**config.mk**
```make
export PLATFORM = sky130hd
export DESIGN_NAME = mc_control_fsm
export DESIGN_NICKNAME = d
export VERILOG_FILES = /design/src/rtl/mc_control_fsm.sv
export SDC_FILE = /design/constraint.sdc
export NUM_CORES = 1
export LEC_CHECK = 0
export CAP_MARGIN = 20
export CORE_MARGIN = 2
export CORE_UTILIZATION = 49
export DETAILED_ROUTE_END_ITERATION = 6
export PLACE_DENSITY_LB_ADDON = 0.08
export REMOVE_ABC_BUFFERS = 1
export SLEW_MARGIN = 20
export SYNTH_ARGS = -nofsm -noshare
export SYNTH_HDL_FRONTEND = slang
export SYNTH_SLANG_ARGS = --single-unit
```
**constraint.sdc**
```tcl
create_clock -name i_clk -period 5.15 [get_ports i_clk]
set_clock_uncertainty 0.05 [all_clocks]
set_input_delay 0.7725 -clock i_clk [delete_from_list [all_inputs] [get_ports i_clk]]
set_output_delay 0.7725 -clock i_clk [all_outputs]
set_load 0.03 [all_outputs]
```
**src/rtl/mc_control_fsm.sv**
```systemverilog
// Main control FSM for the multicycle MIPS core: sequences fetch/decode/execute/
// memory/writeback and drives ALU op, operand selects and datapath enables.
module mc_control_fsm #(
  parameter int unsigned OP_W    = 6,
  parameter int unsigned FUNCT_W = 6,
  parameter int unsigned CTRL_W  = 4
) (
  input  logic               i_clk,
  input  logic               i_rst_n,
  input  logic [OP_W-1:0]    i_opcode,
  input  logic [FUNCT_W-1:0] i_funct,
  input  logic               i_zf,
  input  logic               i_mem_ready,
  output logic               o_mem_req,
  output logic               o_mem_write,
  output logic               o_iord,
  output logic               o_ir_write,
  output logic               o_pc_en,
  output logic [1:0]         o_pc_src,
  output logic               o_alusrca,
  output logic [1:0]         o_alusrcb,
  output logic [CTRL_W-1:0]  o_alu_control,
  output logic               o_reg_write,
  output logic               o_reg_dst,
  output logic               o_mem_to_reg,
  output logic               o_illegal
);

  typedef enum logic [3:0] {
    S_RST, S_FETCH, S_DECODE, S_MEMADR, S_MEMRD, S_MEMWB, S_MEMWR,
    S_REX, S_RWB, S_BEQ, S_ADDIEX, S_ADDIWB, S_JMP
  } state_e;

  localparam logic [CTRL_W-1:0] ALU_AND = CTRL_W'(0);
  localparam logic [CTRL_W-1:0] ALU_OR  = CTRL_W'(1);
  localparam logic [CTRL_W-1:0] ALU_ADD = CTRL_W'(2);
  localparam logic [CTRL_W-1:0] ALU_SUB = CTRL_W'(3);
  localparam logic [CTRL_W-1:0] ALU_SLT = CTRL_W'(4);
  localparam logic [CTRL_W-1:0] ALU_NOR = CTRL_W'(5);

  localparam logic [OP_W-1:0] OP_R    = OP_W'(6'b000000);
  localparam logic [OP_W-1:0] OP_LW   = OP_W'(6'b100011);
  localparam logic [OP_W-1:0] OP_SW   = OP_W'(6'b101011);
  localparam logic [OP_W-1:0] OP_BEQ  = OP_W'(6'b000100);
  localparam logic [OP_W-1:0] OP_ADDI = OP_W'(6'b001000);
  localparam logic [OP_W-1:0] OP_J    = OP_W'(6'b000010);

  state_e              state_q, state_d;
  logic                mem_req_q, mem_req_d;
  logic                mem_write_q, mem_write_d;
  logic                iord_q, iord_d;
  logic [1:0]          pc_src_q, pc_src_d;
  logic                alusrca_q, alusrca_d;
  logic [1:0]          alusrcb_q, alusrcb_d;
  logic [CTRL_W-1:0]   alu_control_q, alu_control_d;
  logic                reg_write_q, reg_write_d;
  logic                reg_dst_q, reg_dst_d;
  logic                mem_to_reg_q, mem_to_reg_d;
  logic                pcwrite_q, pcwrite_d;
  logic                branch_q, branch_d;

  logic [CTRL_W-1:0]   rex_ctrl;
  logic                rex_valid;
  logic                op_valid;

  always_comb begin
    rex_valid = 1'b1;
    rex_ctrl  = ALU_AND;
    case (i_funct)
      FUNCT_W'(6'b100000): rex_ctrl = ALU_ADD;
      FUNCT_W'(6'b100010): rex_ctrl = ALU_SUB;
      FUNCT_W'(6'b100100): rex_ctrl = ALU_AND;
      FUNCT_W'(6'b100101): rex_ctrl = ALU_OR;
      FUNCT_W'(6'b101010): rex_ctrl = ALU_SLT;
      FUNCT_W'(6'b100111): rex_ctrl = ALU_NOR;
      default:             rex_valid = 1'b0;
    endcase
  end

  always_comb begin
    op_valid = (i_opcode == OP_LW) || (i_opcode == OP_SW) || (i_opcode == OP_R) ||
               (i_opcode == OP_BEQ) || (i_opcode == OP_ADDI) || (i_opcode == OP_J);
  end

  always_comb begin
    state_d = state_q;
    case (state_q)
      S_RST:    state_d = S_FETCH;
      S_FETCH:  if (i_mem_ready) state_d = S_DECODE;
      S_DECODE: begin
        case (i_opcode)
          OP_LW, OP_SW: state_d = S_MEMADR;
          OP_R:         state_d = S_REX;
          OP_BEQ:       state_d = S_BEQ;
          OP_ADDI:      state_d = S_ADDIEX;
          OP_J:         state_d = S_JMP;
          default:      state_d = S_FETCH;
        endcase
      end
      S_MEMADR: state_d = (i_opcode == OP_LW) ? S_MEMRD : S_MEMWR;
      S_MEMRD:  if (i_mem_ready) state_d = S_MEMWB;
      S_MEMWR:  if (i_mem_ready) state_d = S_FETCH;
      S_REX:    state_d = rex_valid ? S_RWB : S_FETCH;
      S_ADDIEX: state_d = S_ADDIWB;
      S_MEMWB, S_RWB, S_BEQ, S_ADDIWB, S_JMP: state_d = S_FETCH;
      default:  state_d = S_RST;
    endcase
  end

  // Moore outputs are decoded from the next state and registered, so they
  // line up with the state they belong to without a combinational decode.
  always_comb begin
    mem_req_d     = 1'b0;
    mem_write_d   = 1'b0;
    iord_d        = 1'b0;
    pc_src_d      = 2'b00;
    alusrca_d     = 1'b0;
    alusrcb_d     = 2'b00;
    alu_control_d = ALU_AND;
    reg_write_d   = 1'b0;
    reg_dst_d     = 1'b0;
    mem_to_reg_d  = 1'b0;
    pcwrite_d     = 1'b0;
    branch_d      = 1'b0;
    case (state_d)
      S_FETCH: begin
        mem_req_d     = 1'b1;
        alusrcb_d     = 2'b01;
        alu_control_d = ALU_ADD;
      end
      S_DECODE: begin
        alusrcb_d     = 2'b11;
        alu_control_d = ALU_ADD;
      end
      S_MEMADR, S_ADDIEX: begin
        alusrca_d     = 1'b1;
        alusrcb_d     = 2'b10;
        alu_control_d = ALU_ADD;
      end
      S_MEMRD: begin
        mem_req_d = 1'b1;
        iord_d    = 1'b1;
      end
      S_MEMWB: begin
        reg_write_d  = 1'b1;
        mem_to_reg_d = 1'b1;
      end
      S_MEMWR: begin
        mem_req_d   = 1'b1;
        mem_write_d = 1'b1;
        iord_d      = 1'b1;
      end
      S_REX: begin
        alusrca_d     = 1'b1;
        alu_control_d = rex_ctrl;
      end
      S_RWB: begin
        reg_write_d   = 1'b1;
        reg_dst_d     = 1'b1;
        alu_control_d = alu_control_q;
      end
      S_BEQ: begin
        alusrca_d     = 1'b1;
        alu_control_d = ALU_SUB;
        pc_src_d      = 2'b01;
        branch_d      = 1'b1;
      end
      S_ADDIWB: reg_write_d = 1'b1;
      S_JMP: begin
        pc_src_d  = 2'b10;
        pcwrite_d = 1'b1;
      end
      default: ;
    endcase
  end

  always_ff @(posedge i_clk or negedge i_rst_n) begin
    if (!i_rst_n) begin
      state_q       <= S_RST;
      mem_req_q     <= 1'b0;
      mem_write_q   <= 1'b0;
      iord_q        <= 1'b0;
      pc_src_q      <= '0;
      alusrca_q     <= 1'b0;
      alusrcb_q     <= '0;
      alu_control_q <= '0;
      reg_write_q   <= 1'b0;
      reg_dst_q     <= 1'b0;
      mem_to_reg_q  <= 1'b0;
      pcwrite_q     <= 1'b0;
      branch_q      <= 1'b0;
    end else begin
      state_q       <= state_d;
      mem_req_q     <= mem_req_d;
      mem_write_q   <= mem_write_d;
      iord_q        <= iord_d;
      pc_src_q      <= pc_src_d;
      alusrca_q     <= alusrca_d;
      alusrcb_q     <= alusrcb_d;
      alu_control_q <= alu_control_d;
      reg_write_q   <= reg_write_d;
      reg_dst_q     <= reg_dst_d;
      mem_to_reg_q  <= mem_to_reg_d;
      pcwrite_q     <= pcwrite_d;
      branch_q      <= branch_d;
    end
  end

  assign o_mem_req     = mem_req_q;
  assign o_mem_write   = mem_write_q;
  assign o_iord        = iord_q;
  assign o_pc_src      = pc_src_q;
  assign o_alusrca     = alusrca_q;
  assign o_alusrcb     = alusrcb_q;
  assign o_alu_control = alu_control_q;
  assign o_reg_write   = reg_write_q;
  assign o_reg_dst     = reg_dst_q;
  assign o_mem_to_reg  = mem_to_reg_q;

  // Strobes that depend on same-cycle inputs stay combinational.
  assign o_ir_write = (state_q == S_FETCH) && i_mem_ready;
  assign o_pc_en    = ((state_q == S_FETCH) && i_mem_ready) || pcwrite_q || (branch_q && i_zf);
  assign o_illegal  = ((state_q == S_DECODE) && !op_valid) || ((state_q == S_REX) && !rex_valid);

endmodule

```
* Word level (Yosys, flattened, before mapping)
Index checks and enable logic that the tools add are counted.
Operators by class: eq/ne operators 35, muxes and demuxes 21, reduce and logical (&&, ||, !) cells 25
Operators with widths (number):
- equality test 6 bit (second input constant) | 8
- equality test 4 bit (second input constant) | 10
- equality test 4 x 3 -> 1 bit (second input constant) | 8
- case mux 4 bit (8 select lines) | 1
- case mux 4 bit (5 select lines) | 1
- equality test 4 x 2 -> 1 bit (second input constant) | 4
- 2-to-1 mux 4 bit | 4
- case mux 4 bit (4 select lines) | 1
- case mux 3 bit (5 select lines) | 1
- OR reduction 6 bit | 2
- 2-to-1 mux 1 bit | 10
- equality test 4 x 1 -> 1 bit (second input constant) | 2
- logical OR 1 bit | 8
- OR reduction 4 bit | 2
- equality test 6 x 2 -> 1 bit (second input constant) | 1
- equality test 6 x 3 -> 1 bit (second input constant) | 1
- equality test 6 x 4 -> 1 bit (second input constant) | 1
- logical NOT 6 bit | 1
- case mux 2 bit (3 select lines) | 1
- OR reduction 2 bit | 3
- OR reduction 3 bit | 2
- logical AND 1 bit | 4
- logical NOT 4 bit | 1
- case mux 2 bit (2 select lines) | 1
- 2 further kinds | 3
Storage, ports and cells: register bits after elaboration 21, input bits 16, output and inout bits 18, logic and storage cells 94

* Longest topological paths before layout
depth after elaboration 9, mapped depth 9, mapped depth without buffers 7

* Worst setup path after synthesis
No wires, ideal clock.
path kind in2out, start in i_funct[1], end out o_illegal, arrival time 1.948 ns, data required time 4.328 ns, setup slack 2.380 ns, stages 4, path buffers 0, path through mux2_2 -> o21ai_0 -> a211o_1 -> o21ai_0
Between the ends: longest elaborated chain between the ends 6, elaborated cells between the ends (all ways) 11, classes of those cells eq/ne (6); mux (1); reduce/logical (4)
Ends and longest elaborated chain:
- start: declaration | RTL line 11 | input logic [FUNCT_W-1:0] i_funct,
- equality test 6 bit | RTL line 69 | case (i_funct)
- OR reduction 6 bit (no line) (*)
- 2-to-1 mux 1 bit (*) | RTL line 69
- logical NOT 1 bit (*) | RTL line 223 | assign o_illegal = ((state_q == S_DECODE) && !op_valid) || ((state_q == S_REX) && !rex_valid);
- logical AND 1 bit (*) | RTL line 223
- logical OR 1 bit (*) | RTL line 223
- end: declaration | RTL line 26 | output logic o_illegal
Mark *: on every way between the ends. The rest lies on a longest branch, timed or not.

* Worst setup path after layout
Same ends and word-level chain as after synthesis.

==> run_results.csv <==
group,metric,value,unit
setup_path,crit_type,"in -> out",
synthesis,syn_inst,126,
floorplan,rows,17,
worst_hold_path,hold_path.class,"reg -> reg",
synthesis,synth.distinct_cells,39,
setup_path,reg2reg_depth,7,
sta,rsz0062_at_grt,"false",
global_routing,grt_pass1_wl,4.08,mm
finish,antenna_cells,0,
finish,fin_nets,172,
drt,wl_per_cell,14.3,um
setup_path,arrival,2.94,ns
finish,largest_register_ffs,4,
floorplan,ios,34,
drt,ant_nets,0,
clock_network,clock_path_buffers,2,
setup_path,crit_path_end_kind,"output port",
clock_network,cts.reportedPaths.clkPinSlew,0.10,ns
clock_network,cts_resized,0,
drt,first_iter_violations,9,
clock_network,cts_tree,"yes",
synthesis,synth_edf_count,0,
setup_path,endpoint,"o_illegal",
sta,fmax,266,MHz
sta,finalCriticalPeriod,3.76,ns
global_routing,track_usage,0.208,
setup_path,r2r_slack,2.91,ns
clock_network,clock_sinks,19,
synthesis,syn_area,1120,um2
sta,finalMaxSlewViolations,0,
drt,drt_wl_total,2.62,mm
clock_network,clkLatencyLatePin,0.30,ns
setup_path,critPathTopFamily,"buffers and inverters",
floorplan,die_h,51.7,um
setup_path,cp.required,4.33,ns
sta,worst_slew_pin_slew,0.866,ns
floorplan,die_w,51.7,um
setup_path,critPathSlowestCell,"clkdlybuf4s50_1",
synthesis,syn_avg_cell_area,8.86,um2
sta,finalSetupViolCount,0,
setup_path,reg2reg_to,"o_alu_control[1]",
setup_path,start_kind,"input port",
setup_path,worst-path-max-fanout,7,
finish,stdcell_area,1460,um2
synthesis,ys_warn_count,0,
clock_network,holdBufCountCts,0,
place,routabilityCongestion,0.867,
synthesis,synth_ff_type,"dfrtp_1",
setup_path,path_cells,"clkdlybuf4s50_1, mux2_2, o21ai_0, a211o_1, o21ai_0, clkdlybuf4s50_1",
clock_network,h-tree-depth,1,
run_status,status,"complete, no violations",
finish,post-route-util,0.668,
synthesis,postSynthRegisterBits,19,
power_and_ir_drop,ir_drop,302,uV
sta,slew_headroom,0.421,
finish,regMostFlops,"state_q",
floorplan,start_util,0.509,
drt,drt_pass1_iterations,4,
power_and_ir_drop,power.density,440,nW/um2
setup_path,critPathLaunch,"i_funct[1]",
setup_path,timing.rr.start,"state_q[0]",
global_routing,grt_pass1_vias,968,
drt,viasPerCell,5.63,
drt,drcViolationCount,0,
place,place_area,1440,um2
synthesis,yosysSeqAreaShare,0.426,
sta,fin_crit_sh,0.731,
global_routing,grt_overflow,0,
sta,hold_viol,0,
place,dp_hpwl,1.99,mm
global_routing,grt_max_degree,20,
setup_path,cp_num_cells,6,
sta,tns,0,ns
synthesis,synthArstFlopShare,1.00,
finish,post_route_cells_drive_above_1_share,0.0452,
setup_path,cp_slowest_stage_delay,0.61,ns
finish,area_delta_synth_final,31.2,%
clock_network,cts_setup_buffers,0,
drt,num_vias,1030,
power_and_ir_drop,power_leakage,0.644,nW
place,io_buffers,32,
floorplan,core,2190,um2
clock_network,root_buffer,"clkbuf_4",
finish,nFillCells,191,
setup_path,critPathBufInv,2,
floorplan,die-area,2680,um2
global_routing,antenna_found_initial,0,
clock_network,cts_buffers,3,
run,drv_cap,0,
[placed cells by master (no fill, tap or decap), types with 2 or more instances in the layout]
cell and instances:
nand3_1 4, o2111ai_1 2, nand2_1 10, and3_1 2
a21oi_1 4, nand2b_1 5, clkbuf_4 3, inv_1 6
o211ai_1 2, nor2b_1 7, nor4_1 3, a211oi_1 3
nor3_1 5, o211a_1 2, nand3b_1 2, and4_1 2
clkdlybuf4s50_1 32, dfrtp_1 19, a21o_1 2, o21ai_0 9
nor2_1 13
[cell usage after synthesis (2+ instances only)]
cell type | number | area (um2)
nand3_1 | 4 | 20.0
o211a_1 | 2 | 20.0
nor4_1 | 3 | 18.8
o2111ai_1 | 2 | 17.5
nand3b_1 | 2 | 15.0
dfrtp_1 | 19 | 475
o211ai_1 | 2 | 15.0
nand2_1 | 10 | 37.5
nor3_1 | 5 | 25.0
a21oi_1 | 4 | 20.0
clkbuf_1 | 4 | 15.0
a21o_1 | 2 | 15.0
and3_1 | 2 | 12.5
and4_1 | 2 | 17.5
a211oi_1 | 3 | 22.5
nor2b_1 | 7 | 43.8
nand2b_1 | 5 | 31.3
buf_4 | 2 | 15.0
o21ai_0 | 9 | 45.0
nor2_1 | 13 | 48.8
inv_1 | 6 | 22.5
[report_power, final]
part           switching (mW)  total [mW]  internal (mW)
clock                  0.0455      0.0744         0.0289
combinational           0.212       0.350          0.138
sequential             0.0335       0.219          0.185
[layout make-up]
type | instances | area [um2] | share of cell area
multi-input cells | 93 | 579 | 0.396
flip-flops and latches | 19 | 475 | 0.325
repair buffers | 32 | 320 | 0.219
well taps | 28 | 35.0 | 0.0239
inverters | 7 | 26.3 | 0.0179
clock buffers | 3 | 22.5 | 0.0154
clock inverters | 1 | 5.00 | 0.00342
[stage by stage]
step / hold WS (ns) / power, mW / std cells / worst slack, ns
global placement: 0.439 / 0.563 / 179 / 1.42
detailed placement: 0.437 / 0.570 / 179 / 1.39
finish: 0.468 / 0.643 / 183 / 1.39
CTS: 0.466 / 0.646 / 183 / 1.39
floorplan: 0.427 / 0.443 / 119 / 2.38
global route: 0.484 / 0.689 / 183 / 1.31
[metal layers]
metal	track usage	up-vias	wire, um
met5	0	-	0
met3	0.0603	2	118
met4	0.0439	0	21
met1	0.256	485	1150
met2	0.361	30	1330
li1	-	513	-
[cell families (layout without fill, tap and decap cells)]
group / after synthesis / after routing / share of synthesized area
flops: 19 / 19 / 0.426
buf+inv: 14 / 43 / 0.0549
mux: 1 / 1 / 0.0101
compound gates: 30 / 30 / 0.206
other cells: 1 / 1 / 0.00336
xor+xnor: 2 / 2 / 0.0157
simple gates: 59 / 59 / 0.284
[worst min-delay path by stage]
stage                startpoint          endpoint  cells past startpoint
2_1_floorplan           i_rst_n  o_alu_control[0]                      0
3_3_place_gp   o_alu_control[2]  o_alu_control[2]                      1
3_5_place_dp   o_alu_control[2]  o_alu_control[2]                      1
4_1_cts        o_alu_control[2]  o_alu_control[2]                      1
5_1_grt        o_alu_control[2]  o_alu_control[2]                      1
6_report       o_alu_control[2]  o_alu_control[2]                      1
Power figures use the tool's default switching activity.
